**src/rtl/fifo_pkg.sv**
```systemverilog
// fifo_pkg
//   Shared definitions for the dual-clock FIFO: default geometry and the
//   Gray/binary pointer conversion helpers used by the read-side and write-side
//   controllers and the pointer synchronizers.
//
//   Contents:
//     FIFO_ASIZE, FIFO_DSIZE  default address width / data word width
//     FIFO_PTR_MAXW           widest pointer the helper functions handle
//     fifo_ptr_t              pointer container type used by the helpers
//     outreg_state_e          occupancy state of the read output register
//     bin2gray(bin, width)    binary -> Gray over the low 'width' bits
//     gray2bin(gray, width)   Gray -> binary over the low 'width' bits
package fifo_pkg;

    localparam int unsigned FIFO_ASIZE    = 4;
    localparam int unsigned FIFO_DSIZE    = 16;
    localparam int unsigned FIFO_PTR_MAXW = 32;

    typedef logic [FIFO_PTR_MAXW-1:0] fifo_ptr_t;

    typedef enum logic {
        OUTREG_EMPTY = 1'b0,
        OUTREG_FULL  = 1'b1
    } outreg_state_e;

    // Bits at or above 'width' are ignored on input and returned as zero.
    function automatic fifo_ptr_t bin2gray(input fifo_ptr_t bin, input int unsigned width);
        fifo_ptr_t masked;
        masked = '0;
        for (int unsigned i = 0; i < FIFO_PTR_MAXW; i++) begin
            if (i < width) begin
                masked[i] = bin[i];
            end
        end
        return masked ^ (masked >> 1);
    endfunction

    // Each binary bit is the XOR of all Gray bits at and above it, walked
    // from the MSB of the 'width'-bit field down to bit 0.
    function automatic fifo_ptr_t gray2bin(input fifo_ptr_t gray, input int unsigned width);
        fifo_ptr_t   bin;
        logic        acc;
        int unsigned idx;
        bin = '0;
        acc = 1'b0;
        for (int unsigned k = 0; k < FIFO_PTR_MAXW; k++) begin
            idx = FIFO_PTR_MAXW - 1 - k;
            if (idx < width) begin
                acc      = acc ^ gray[idx];
                bin[idx] = acc;
            end
        end
        return bin;
    endfunction

endpackage

```
**src/rtl/fifo_rd_outreg.sv**
```systemverilog
// fifo_rd_outreg
//   One-word first-word-fall-through output register for the FIFO read side.
//   Holds the FIFO head so it is presented on rdata with rvalid=1 before the
//   consumer asks for it; refills from memory whenever it is empty or being
//   drained, giving one word per cycle with rinc held.
//
//   Ports:
//     rclk         in   read clock
//     rrst_n       in   asynchronous active-low reset
//     rinc         in   consumer pop request (acts only while rvalid=1)
//     mem_empty    in   registered memory-empty flag from the pointer logic
//     mem_rdata    in   memory word at the current read address
//     mem_pop      out  memory word consumed this cycle (advances read pointer)
//     rvalid_next  out  occupancy after this edge (used by the fill count)
//     rdata        out  held head word
//     rvalid       out  register occupied
module fifo_rd_outreg
    import fifo_pkg::*;
#(
    parameter int unsigned DSIZE = FIFO_DSIZE
) (
    input  logic             rclk,
    input  logic             rrst_n,
    input  logic             rinc,
    input  logic             mem_empty,
    input  logic [DSIZE-1:0] mem_rdata,
    output logic             mem_pop,
    output logic             rvalid_next,
    output logic [DSIZE-1:0] rdata,
    output logic             rvalid
);

    outreg_state_e state;
    outreg_state_e state_next;
    logic          take;

    assign take    = rinc & (state == OUTREG_FULL);
    assign mem_pop = ~mem_empty & ((state == OUTREG_EMPTY) | rinc);

    // A refill wins over a drain: popping the head while loading the next
    // word leaves the register occupied.
    always_comb begin
        state_next = state;
        if (mem_pop) begin
            state_next = OUTREG_FULL;
        end else if (take) begin
            state_next = OUTREG_EMPTY;
        end
    end

    assign rvalid_next = (state_next == OUTREG_FULL);
    assign rvalid      = (state == OUTREG_FULL);

    always_ff @(posedge rclk or negedge rrst_n) begin
        if (!rrst_n) begin
            state <= OUTREG_EMPTY;
            rdata <= '0;
        end else begin
            state <= state_next;
            if (mem_pop) begin
                rdata <= mem_rdata;
            end
        end
    end

endmodule

```
**src/rtl/fifo_rptr_empty.sv**
```systemverilog
// fifo_rptr_empty
//   Read-side controller of the dual-clock FIFO (rclk domain). Advances the
//   binary/Gray read pointers, compares against the synchronized Gray write
//   pointer to produce registered empty / almost-empty flags and fill count,
//   and drives the read data path.
//
//   Build option: define FIFO_RD_FWFT_EN for the first-word-fall-through
//   output stage (fifo_rd_outreg); otherwise standard 1-cycle-latency reads.
//
//   Ports:
//     rclk        in   read clock
//     rrst_n      in   asynchronous active-low reset
//     rinc        in   read request / pop
//     rq2_wptr    in   Gray write pointer, already synchronized into rclk
//     mem_rdata   in   asynchronous memory read data at raddr
//     raddr       out  binary memory read address
//     rptr        out  registered Gray read pointer to the write domain
//     rdata       out  read data
//     rvalid      out  rdata valid
//     rempty      out  FIFO empty as seen by the consumer
//     raempty     out  almost empty (rcount <= AEMPTY_THRESH)
//     rcount      out  registered fill level (0..2^ASIZE, plus held word in FWFT)
//     runderflow  out  one-cycle pulse on a refused rinc
module fifo_rptr_empty
    import fifo_pkg::*;
#(
    parameter int unsigned ASIZE         = FIFO_ASIZE,
    parameter int unsigned DSIZE         = FIFO_DSIZE,
    parameter int unsigned AEMPTY_THRESH = 2
) (
    input  logic             rclk,
    input  logic             rrst_n,
    input  logic             rinc,
    input  logic [ASIZE:0]   rq2_wptr,
    input  logic [DSIZE-1:0] mem_rdata,
    output logic [ASIZE-1:0] raddr,
    output logic [ASIZE:0]   rptr,
    output logic [DSIZE-1:0] rdata,
    output logic             rvalid,
    output logic             rempty,
    output logic             raempty,
    output logic [ASIZE:0]   rcount,
    output logic             runderflow
);

    localparam int unsigned    PW        = ASIZE + 1;
    localparam logic [ASIZE:0] AE_THRESH = PW'(AEMPTY_THRESH);

    logic [ASIZE:0] rbin;
    logic [ASIZE:0] rbinnext;
    logic [ASIZE:0] rgraynext;
    logic [ASIZE:0] wbin_s;
    logic [ASIZE:0] mem_count_next;
    logic [ASIZE:0] rcount_next;
    logic           mem_empty;
    logic           mem_pop;

    assign rbinnext  = rbin + {{ASIZE{1'b0}}, mem_pop};
    assign rgraynext = PW'(bin2gray(FIFO_PTR_MAXW'(rbinnext), PW));
    assign wbin_s    = PW'(gray2bin(FIFO_PTR_MAXW'(rq2_wptr), PW));

    // Pointers carry one extra lap bit, so a full FIFO differs by exactly
    // 2^ASIZE and the modular subtraction never aliases full to zero.
    assign mem_count_next = wbin_s - rbinnext;

    assign raddr = rbin[ASIZE-1:0];

`ifdef FIFO_RD_FWFT_EN
    logic hold_next;

    fifo_rd_outreg #(
        .DSIZE (DSIZE)
    ) u_outreg (
        .rclk        (rclk),
        .rrst_n      (rrst_n),
        .rinc        (rinc),
        .mem_empty   (mem_empty),
        .mem_rdata   (mem_rdata),
        .mem_pop     (mem_pop),
        .rvalid_next (hold_next),
        .rdata       (rdata),
        .rvalid      (rvalid)
    );

    assign rempty      = ~rvalid;
    // The held head word has already left memory but is still unread.
    assign rcount_next = mem_count_next + {{ASIZE{1'b0}}, hold_next};
`else
    assign mem_pop     = rinc & ~mem_empty;
    assign rempty      = mem_empty;
    assign rcount_next = mem_count_next;

    always_ff @(posedge rclk or negedge rrst_n) begin
        if (!rrst_n) begin
            rdata  <= '0;
            rvalid <= 1'b0;
        end else begin
            rvalid <= mem_pop;
            if (mem_pop) begin
                rdata <= mem_rdata;
            end
        end
    end
`endif

    always_ff @(posedge rclk or negedge rrst_n) begin
        if (!rrst_n) begin
            rbin       <= '0;
            rptr       <= '0;
            mem_empty  <= 1'b1;
            rcount     <= '0;
            raempty    <= 1'b1;
            runderflow <= 1'b0;
        end else begin
            rbin       <= rbinnext;
            rptr       <= rgraynext;
            mem_empty  <= (rgraynext == rq2_wptr);
            rcount     <= rcount_next;
            raempty    <= (rcount_next <= AE_THRESH);
            runderflow <= rinc & rempty;
        end
    end

endmodule

```
**config.mk**
```make
export PLATFORM = sky130hd
export DESIGN_NAME = fifo_rptr_empty
export DESIGN_NICKNAME = d
export VERILOG_FILES = /design/src/rtl/fifo_pkg.sv /design/src/rtl/fifo_rd_outreg.sv /design/src/rtl/fifo_rptr_empty.sv
export SDC_FILE = /design/constraint.sdc
export NUM_CORES = 1
export LEC_CHECK = 0
export BUFFER_PORTS_ARGS = -buffer_cell sky130_fd_sc_hd__buf_2
export CELL_PAD_IN_SITES_DETAIL_PLACEMENT = 2
export CELL_PAD_IN_SITES_GLOBAL_PLACEMENT = 2
export CORE_MARGIN = 8
export CORE_UTILIZATION = 31
export DETAILED_ROUTE_END_ITERATION = 6
export PLACE_DENSITY = 0.79
export SLEW_MARGIN = 20
export SYNTH_ARGS = -nofsm -noshare
export SYNTH_HDL_FRONTEND = slang
export SYNTH_SLANG_ARGS = --single-unit
```
**constraint.sdc**
```tcl
create_clock -name rclk -period 3.6 [get_ports rclk]
set_clock_uncertainty 0.05 [all_clocks]
set_input_delay 0.18 -clock rclk [delete_from_list [all_inputs] [get_ports rclk]]
set_output_delay 0.18 -clock rclk [all_outputs]
set_load 0.05 [all_outputs]
```
## Word level (Yosys, flattened, before mapping)

Index checks and enable logic that the tools add are counted.

| cells by class | value |
|---|---|
| add/sub/neg operators | 2 |
| $mul | 0 |
| div/mod/pow operators | 0 |
| order comparisons | 1 |
| equality and inequality tests | 1 |
| shifts and indexed selects | 0 |
| multiplexer cells | 0 |
| bitwise operators | 8 |
| reductions and logical operators | 0 |

Operator list:

| operator | count |
|---|---|
| 5-bit by 1-bit adder with 5-bit output | 1 |
| 5-bit equality test | 1 |
| 5-bit by 2-bit less-or-equal comparator with 1-bit output (second input constant) | 1 |
| 5-bit subtractor | 1 |
| 5-bit by 4-bit XOR with 5-bit output | 1 |
| 1-bit XOR | 4 |
| 1-bit bitwise AND | 2 |
| 1-bit NOT | 1 |

| storage, ports and cells | value |
|---|---|
| register bits | 35 |
| latch bits | 0 |
| RAM bits | 0 |
| ROM bits | 0 |
| bits of input ports | 24 |
| output and inout bits | 34 |
| logic and storage cells | 20 |
| memories kept | 0 |

## Logic depth before layout (Yosys ltp)

Gate-level depths: netlist of run 1.

| depth | value |
|---|---|
| depth in word-level cells | 6 |
| mapped depth | 12 |
| mapped depth without buffers | 10 |

## Worst setup path after synthesis of run 1

No wires, ideal clock.

| timing | value |
|---|---|
| path kind | register to register |
| from | register mem_empty, in the netlist rempty |
| to | register raempty |
| library setup time | 0.105 ns |
| data arrival time | 3.231 ns |
| path slack | 0.214 ns |
| stages on the path, launching flop included | 13 |
| period minus slack after synthesis | 3.386 ns |
| cells stage by stage | dfstp_2 > nand2b_1 > clkbuf_1 > buf_1 > inv_1 > ha_1 > nand3_1 > xor2_1 > ha_1 > a21o_1 > a31oi_1 > xnor2_1 > a2111oi_2 |

| between the ends | value |
|---|---|
| cells in the longest elaborated chain, start to end | 5 |

Ends and longest elaborated chain:

| item | line | RTL |
|---|---|---|
| start: declaration | fifo_rptr_empty.sv:55 | `logic mem_empty;` |
| start signal: assignment | fifo_rptr_empty.sv:117 | `mem_empty <= (rgraynext == rq2_wptr);` |
| 1-bit NOT | fifo_rptr_empty.sv:89 | `assign mem_pop = rinc & ~mem_empty;` |
| 1-bit bitwise AND | fifo_rptr_empty.sv:89 |  |
| net mem_pop | fifo_rptr_empty.sv:56 | `logic mem_pop;` |
| 5-bit by 1-bit adder with 5-bit output | fifo_rptr_empty.sv:58 | `assign rbinnext = rbin + {{ASIZE{1'b0}}, mem_pop};` |
| 5-bit subtractor | fifo_rptr_empty.sv:64 | `assign mem_count_next = wbin_s - rbinnext;` |
| net mem_count_next[4] | fifo_rptr_empty.sv:53 | `logic [ASIZE:0] mem_count_next;` |
| 5-bit by 2-bit less-or-equal comparator with 1-bit output | fifo_rptr_empty.sv:119 | `raempty <= (rcount_next <= AE_THRESH);` |
| end signal: assignment | fifo_rptr_empty.sv:119 |  |
| end: declaration | fifo_rptr_empty.sv:41 | `output logic raempty,` |

The timed path passes the listed nets, and every way through them passes these cells.
A chain may end at the register's enable or synchronous reset.

## Final worst setup path of run 1

Same ends and word-level chain as after synthesis.

==> results of run 1 <==
## per-stage QoR
stage          hold WS (ps)  cells  worst slack [ps]
4_1_cts                73.7    237               750
3_5_place_dp            251    228               734
5_1_grt                69.6    237               601
2_1_floorplan          -166    107               214
3_3_place_gp            232    228               924
6_report               78.9    237               821
## what timing repair did
action,4_1_cts,5_1_grt
resized for setup,0,0
hold endpoints to repair,32,0
hold buffers,1,0
## kinds of logic (layout without fill, tap and decap cells)
| logic type | after synthesis | in the layout | synth area share |
|---|---|---|---|
| AO/OA/AOI/OAI | 7 | 7 | 0.0363 |
| XOR/XNOR | 23 | 23 | 0.154 |
| adder cells (fa/ha/maj) | 7 | 7 | 0.0628 |
| buffers and inverters | 11 | 74 | 0.0273 |
| flip-flops | 34 | 34 | 0.563 |
| multiplexers | 16 | 16 | 0.119 |
| AND/OR/NAND/NOR | 9 | 9 | 0.0380 |
## Yosys cell counts (all sizes together) (2+ instances only)
| cell | instances |
|---|---|
| nand3 | 2 |
| xor2 | 6 |
| clkbuf | 3 |
| dfstp | 2 |
| a21o | 2 |
| xnor2 | 15 |
| a21oi | 2 |
| inv | 7 |
| xor3 | 2 |
| ha | 6 |
| mux2 | 16 |
| dfrtp | 32 |
## layout by cell type (no fill, tap or decap), types with 2 or more instances in the layout
cell,n
xnor2_1,15
a21o_1,2
buf_2,57
a21oi_1,2
nand3_1,2
xor2_1,6
dfrtp_1,32
mux2_2,16
inv_1,7
clkbuf_8,6
ha_1,6
dfstp_2,2
## sequential cells by signal, summed over array words and instances, names as in the netlist
name	flops
rdata	16
rbin	5
rcount	5
rptr	4
raempty	1
rempty	1
runderflow	1
rvalid	1
## final cells by class
cell class,count,area [um2]
fillers,510,2750
inverters,7,26.3
flip-flops and latches,34,853
multi-input cells,62,621
clock inverters,1,5.00
repair buffers,59,303
clock buffers,7,86.3
well taps,67,83.8
## metal layers
| layer | GRT usage | vias to the layer above | wire (um) |
|---|---|---|---|
| met5 | 0 | - | 0 |
| met4 | 0.0334 | 0 | 46 |
| met3 | 0.0602 | 5 | 426 |
| met2 | 0.189 | 48 | 1960 |
| met1 | 0.113 | 515 | 1510 |
| li1 | - | 479 | - |
## worst min-delay path by stage
stage	to	start	slack, ps	cells after the start
after global placement	rdata[4]	rrst_n	230	1
after global routing	rdata[13]	mem_rdata[13]	70	2
after CTS	rdata[9]	mem_rdata[9]	70	2
final	runderflow	rinc	80	2
after detailed placement	rdata[4]	rrst_n	250	1
after floorplan	rbin[0]	rrst_n	-170	0
## worst register-to-register path, stage by stage (launching register included)
cell	delay [ps]
dfstp_2	530
nand2b_1	130
inv_1	80
ha_1	270
nand3_1	130
xor2_1	300
ha_1	330
a21o_1	190
a31oi_1	190
xnor2_1	130
a2111oi_2	360
==> run metrics, run 1 <==
via count=1,047; worst-margin pin slew=754 ps; Rel. slew slack=0.497; Critical Path AT=between 2000 and 3000 ps; GRT overflow=0; Worst path top cell family by delay=compound AO/OA/AOI/OAI gates; final core utilization=0.419; CTS H-Tree Depth=2; Worst Setup Start Kind=flip-flop; first-pass GRT wire length=6.29 mm; nets=200; Buf+Inv Stages, Crit Path=1; Seq cells post-synth=34; die width=85.9 um; Setup CP Type=reg -> reg; I/O pin cnt=58; Tcrit/Tclk final=0.772; Synth Area per Inst=14.2 um2; Crit. End Element=flip-flop; Reg-to-Reg End=raempty; Ys Warns=0; CTS buffer count=5; IO buf count=57; DR iter-0 viols=30; Syn Std Cell Area=1520 um2; Req. time, crit path=3730 ps; r2r setup slk=820 ps; Synth cell types=25; top cell type's share of synthesized area=0.528; number of global-route vias before repair=1,211; Setup Buffers After CTS=0; die span in y=85.9 um; min cycle time layout=2780 ps; Post-synth ARST share=1.00; RD Place Congestion=around 0.76; Final setup viols=0; Mapped Cells=around 110; Area after DPL=1880 um2; iteration count of the initial detailed-routing pass=4; layout cells sized above 1=0.500; EDFF count, synth=0; fmax=roughly 360 MHz; Area contributors post-synth=dfrtp_1, mux2_2, xnor2_1; Vias/cell=4.42; drt drc=0; register area share after synthesis=0.563; antenna violations before repair=0; CP max-delay cell=dfstp_2; Syn Nets=138; CP cell instances=nand2b_1 > inv_1 > ha_1 > nand3_1 > xor2_1 > ha_1 > a21o_1 > a31oi_1 > xnor2_1 > a2111oi_2; Total Wirelength=3.94 mm; Main synth FF type=dfrtp_1; Starting Density=0.321; crit path to=raempty; crit path from=rempty; worst-case clock buffer depth=2; Area Growth Syn to Fin=30.6%; Synth area leader=dfrtp_1; CTS root buffer=clkbuf_8; Hold WC Path Type=in -> reg; Crit path depth=10; RSZ-0062 raised after global routing=false; MaxCap Viol Count=0; CP Max Fanout=5; most frequent CP cell=ha_1; CTS sink cnt=34; ant diodes=0; GRT Util Overall=0.111; final max-slew violation count=0; clock edge transition at the registers on the reported setup and hold paths=around 70 ps; crit-path max cell delay=530 ps; count of final hold-check violations=0; remaining antenna violation count=0; core area=4720 um2; final instance area=1980 um2; die area=7380 um2; Setup Total Neg Slack=0 ps; hpwl dp=3.23 mm; largest net degree at the start of global routing=35; Skew-Pair Late Insertion Delay=280 ps; R2R cell count=10; outcome=finished clean; num rows=25; DR WL/cell=~17 um; TritonCTS clock tree=built; FF-to-FF Start=rempty
Power of run 1 is not shown: default switching activity piles up to over one toggle a cycle in this logic, so the estimate is an artifact.
==> inputs of run 2 (changes only) <==
==> constraint.sdc (replaced) <==
create_clock -name rclk -period 2.75 [get_ports rclk]
set_clock_uncertainty 0.05 [all_clocks]
set_input_delay 0.1375 -clock rclk [delete_from_list [all_inputs] [get_ports rclk]]
set_output_delay 0.1375 -clock rclk [all_outputs]
set_load 0.05 [all_outputs]
==> run 2 against run 1 <==
First-iteration DRC count shrank 73%. Die area unchanged. Worst setup slack worse by 540 ps. Register-to-register slack lost 540 ps.
==> run metrics, run 2 (same netlist as run 1, synthesis figures left out) <==
final max-slew violation count=0 (unchanged); TritonCTS clock tree=built; post-route insts no fill=238 (+0.42%); dpl cells=229 (+0.44%); hpwl dp=3.36 mm (+4.1%); DR WL/cell=17.6 um (+5.8%); R2R cell count=10 (unchanged); Vias/cell=4.51 (+2.1%); worst-case clock buffer depth=2 (unchanged); IO buf count=57 (unchanged); CP max-delay cell=dfstp_2; Worst path top cell family by delay=compound AO/OA/AOI/OAI gates; hold_ws=38.4 ps (-40.5 ps); core area=4720 um2 (unchanged); I/O pin cnt=58 (unchanged); remaining antenna violation count=0 (unchanged); die area=7380 um2 (unchanged); Setup Buffers After CTS=0 (unchanged); GRT Util Overall=0.121 (+0.0108); most frequent cells in the layout=buf_2, dfrtp_1, mux2_2, xnor2_1, inv_1; nets=201 (+0.50%); largest net degree at the start of global routing=35 (unchanged); CTS buffer count=5 (unchanged); drt drc=0 (unchanged); Buf+Inv Stages, Crit Path=1 (unchanged); fmax=405 MHz (+12%); via count=1,074 (+2.6%); Starting Density=0.321 (unchanged); most common cell after layout, fill and taps aside=buf_2; final instance area=2030 um2 (+2.5%); DR iter-0 viols=8 (-73%); Skew-Pair Late Insertion Delay=280 ps (about the same); ant diodes=0 (unchanged); Tcrit/Tclk final=0.899 (+0.127); Hold WC Path Type=in -> reg; GRT overflow=0 (unchanged); # fillers=488 (-4.3%); worst-margin pin slew=756 ps (+1.72 ps); number of global-route vias before repair=1,232 (+1.7%); Hold Path Depth=2 (unchanged); clock edge transition at the registers on the reported setup and hold paths=70 ps (about the same); crit-path max cell delay=540 ps (about the same); Crit path depth=10 (unchanged); biggest regs=rdata x16, rbin x5, rcount x5; CTS H-Tree Depth=2 (unchanged); Area after DPL=1940 um2 (+3.1%); die width=85.9 um (unchanged); Total Wirelength=4.19 mm (+6.2%); CP Max Fanout=5 (unchanged); CP cell instances=nand2b_4 > inv_2 > ha_4 > nand3_2 > xor2_2 > ha_1 > a21o_1 > a31oi_1 > xnor2_1 > a2111oi_2; max reg flops=16 (unchanged); RD Place Congestion=0.803 (+6.1%); Area Growth Syn to Fin=33.9%; CTS sink cnt=34 (unchanged); Rel. slew slack=0.496 (-0.00115); Setup CP Type=reg -> reg; Worst Setup Start Kind=flip-flop; first-pass GRT wire length=6.89 mm (+9.6%); antenna violations before repair=0 (unchanged); Req. time, crit path=2860 ps (-870 ps); MaxCap Viol Count=0 (unchanged); Setup Total Neg Slack=0 ps (unchanged); Critical Path AT=2590 ps (-320 ps); Final setup viols=0 (unchanged); layout cells sized above 1=0.538 (+0.0380); CTS root buffer=clkbuf_8; num rows=25 (unchanged); iteration count of the initial detailed-routing pass=3 (-1); RSZ-0062 raised after global routing=false; die span in y=85.9 um (unchanged); count of final hold-check violations=0 (unchanged); Biggest register=rdata; min cycle time layout=2470 ps (-308 ps); outcome=finished clean; Crit. End Element=flip-flop
## run 2: layout make-up
cell class / instances / area [um2] / share of cell area
flip-flops and latches: 34 / 853 / 0.421
well taps: 67 / 83.8 / 0.0413
clock inverters: 2 / 10.0 / 0.00494
clock buffers: 6 / 72.6 / 0.0358
repair buffers: 60 / 310 / 0.153
inverters: 7 / 26.3 / 0.0130
multi-input cells: 62 / 672 / 0.331
## run 2: stage by stage
stage / setup WS [ps] / utilization
3_5_place_dp: 176 / 0.410
5_1_grt: 57.7 / 0.429
4_1_cts: 202 / 0.429
6_report: 279 / 0.429
3_3_place_gp: 383 / 0.410
2_1_floorplan: 21.9 / -
## run 2: path summary, 6_finish.rpt
kind	start	slack, ps	to
max	rempty	280	raempty
min in group asynchronous	rrst_n	410	rptr[0]
min	mem_rdata[2]	40	rdata[2]
max reg2reg	rempty	280	raempty
min reg2reg	rdata[15]	450	rdata[15]
max in group asynchronous	rrst_n	1750	rptr[2]
## run 2: routing by layer
metal / up-vias / share of wire / routed length (um) / track usage
met5: - / 0 / 0 / 0
met2: 44 / 0.51 / 2150 / 0.220
met3: 4 / 0.069 / 290 / 0.0401
met1: 545 / 0.41 / 1720 / 0.130
li1: 481 / - / - / -
met4: 0 / 0.0055 / 23 / 0.0334
## run 2: repair_timing
action | CTS | global route
hold buffers | 1 | 0
resized for setup | 0 | 0
hold endpoints to repair | 32 | 0
Power of run 2 is left out for the same reason.
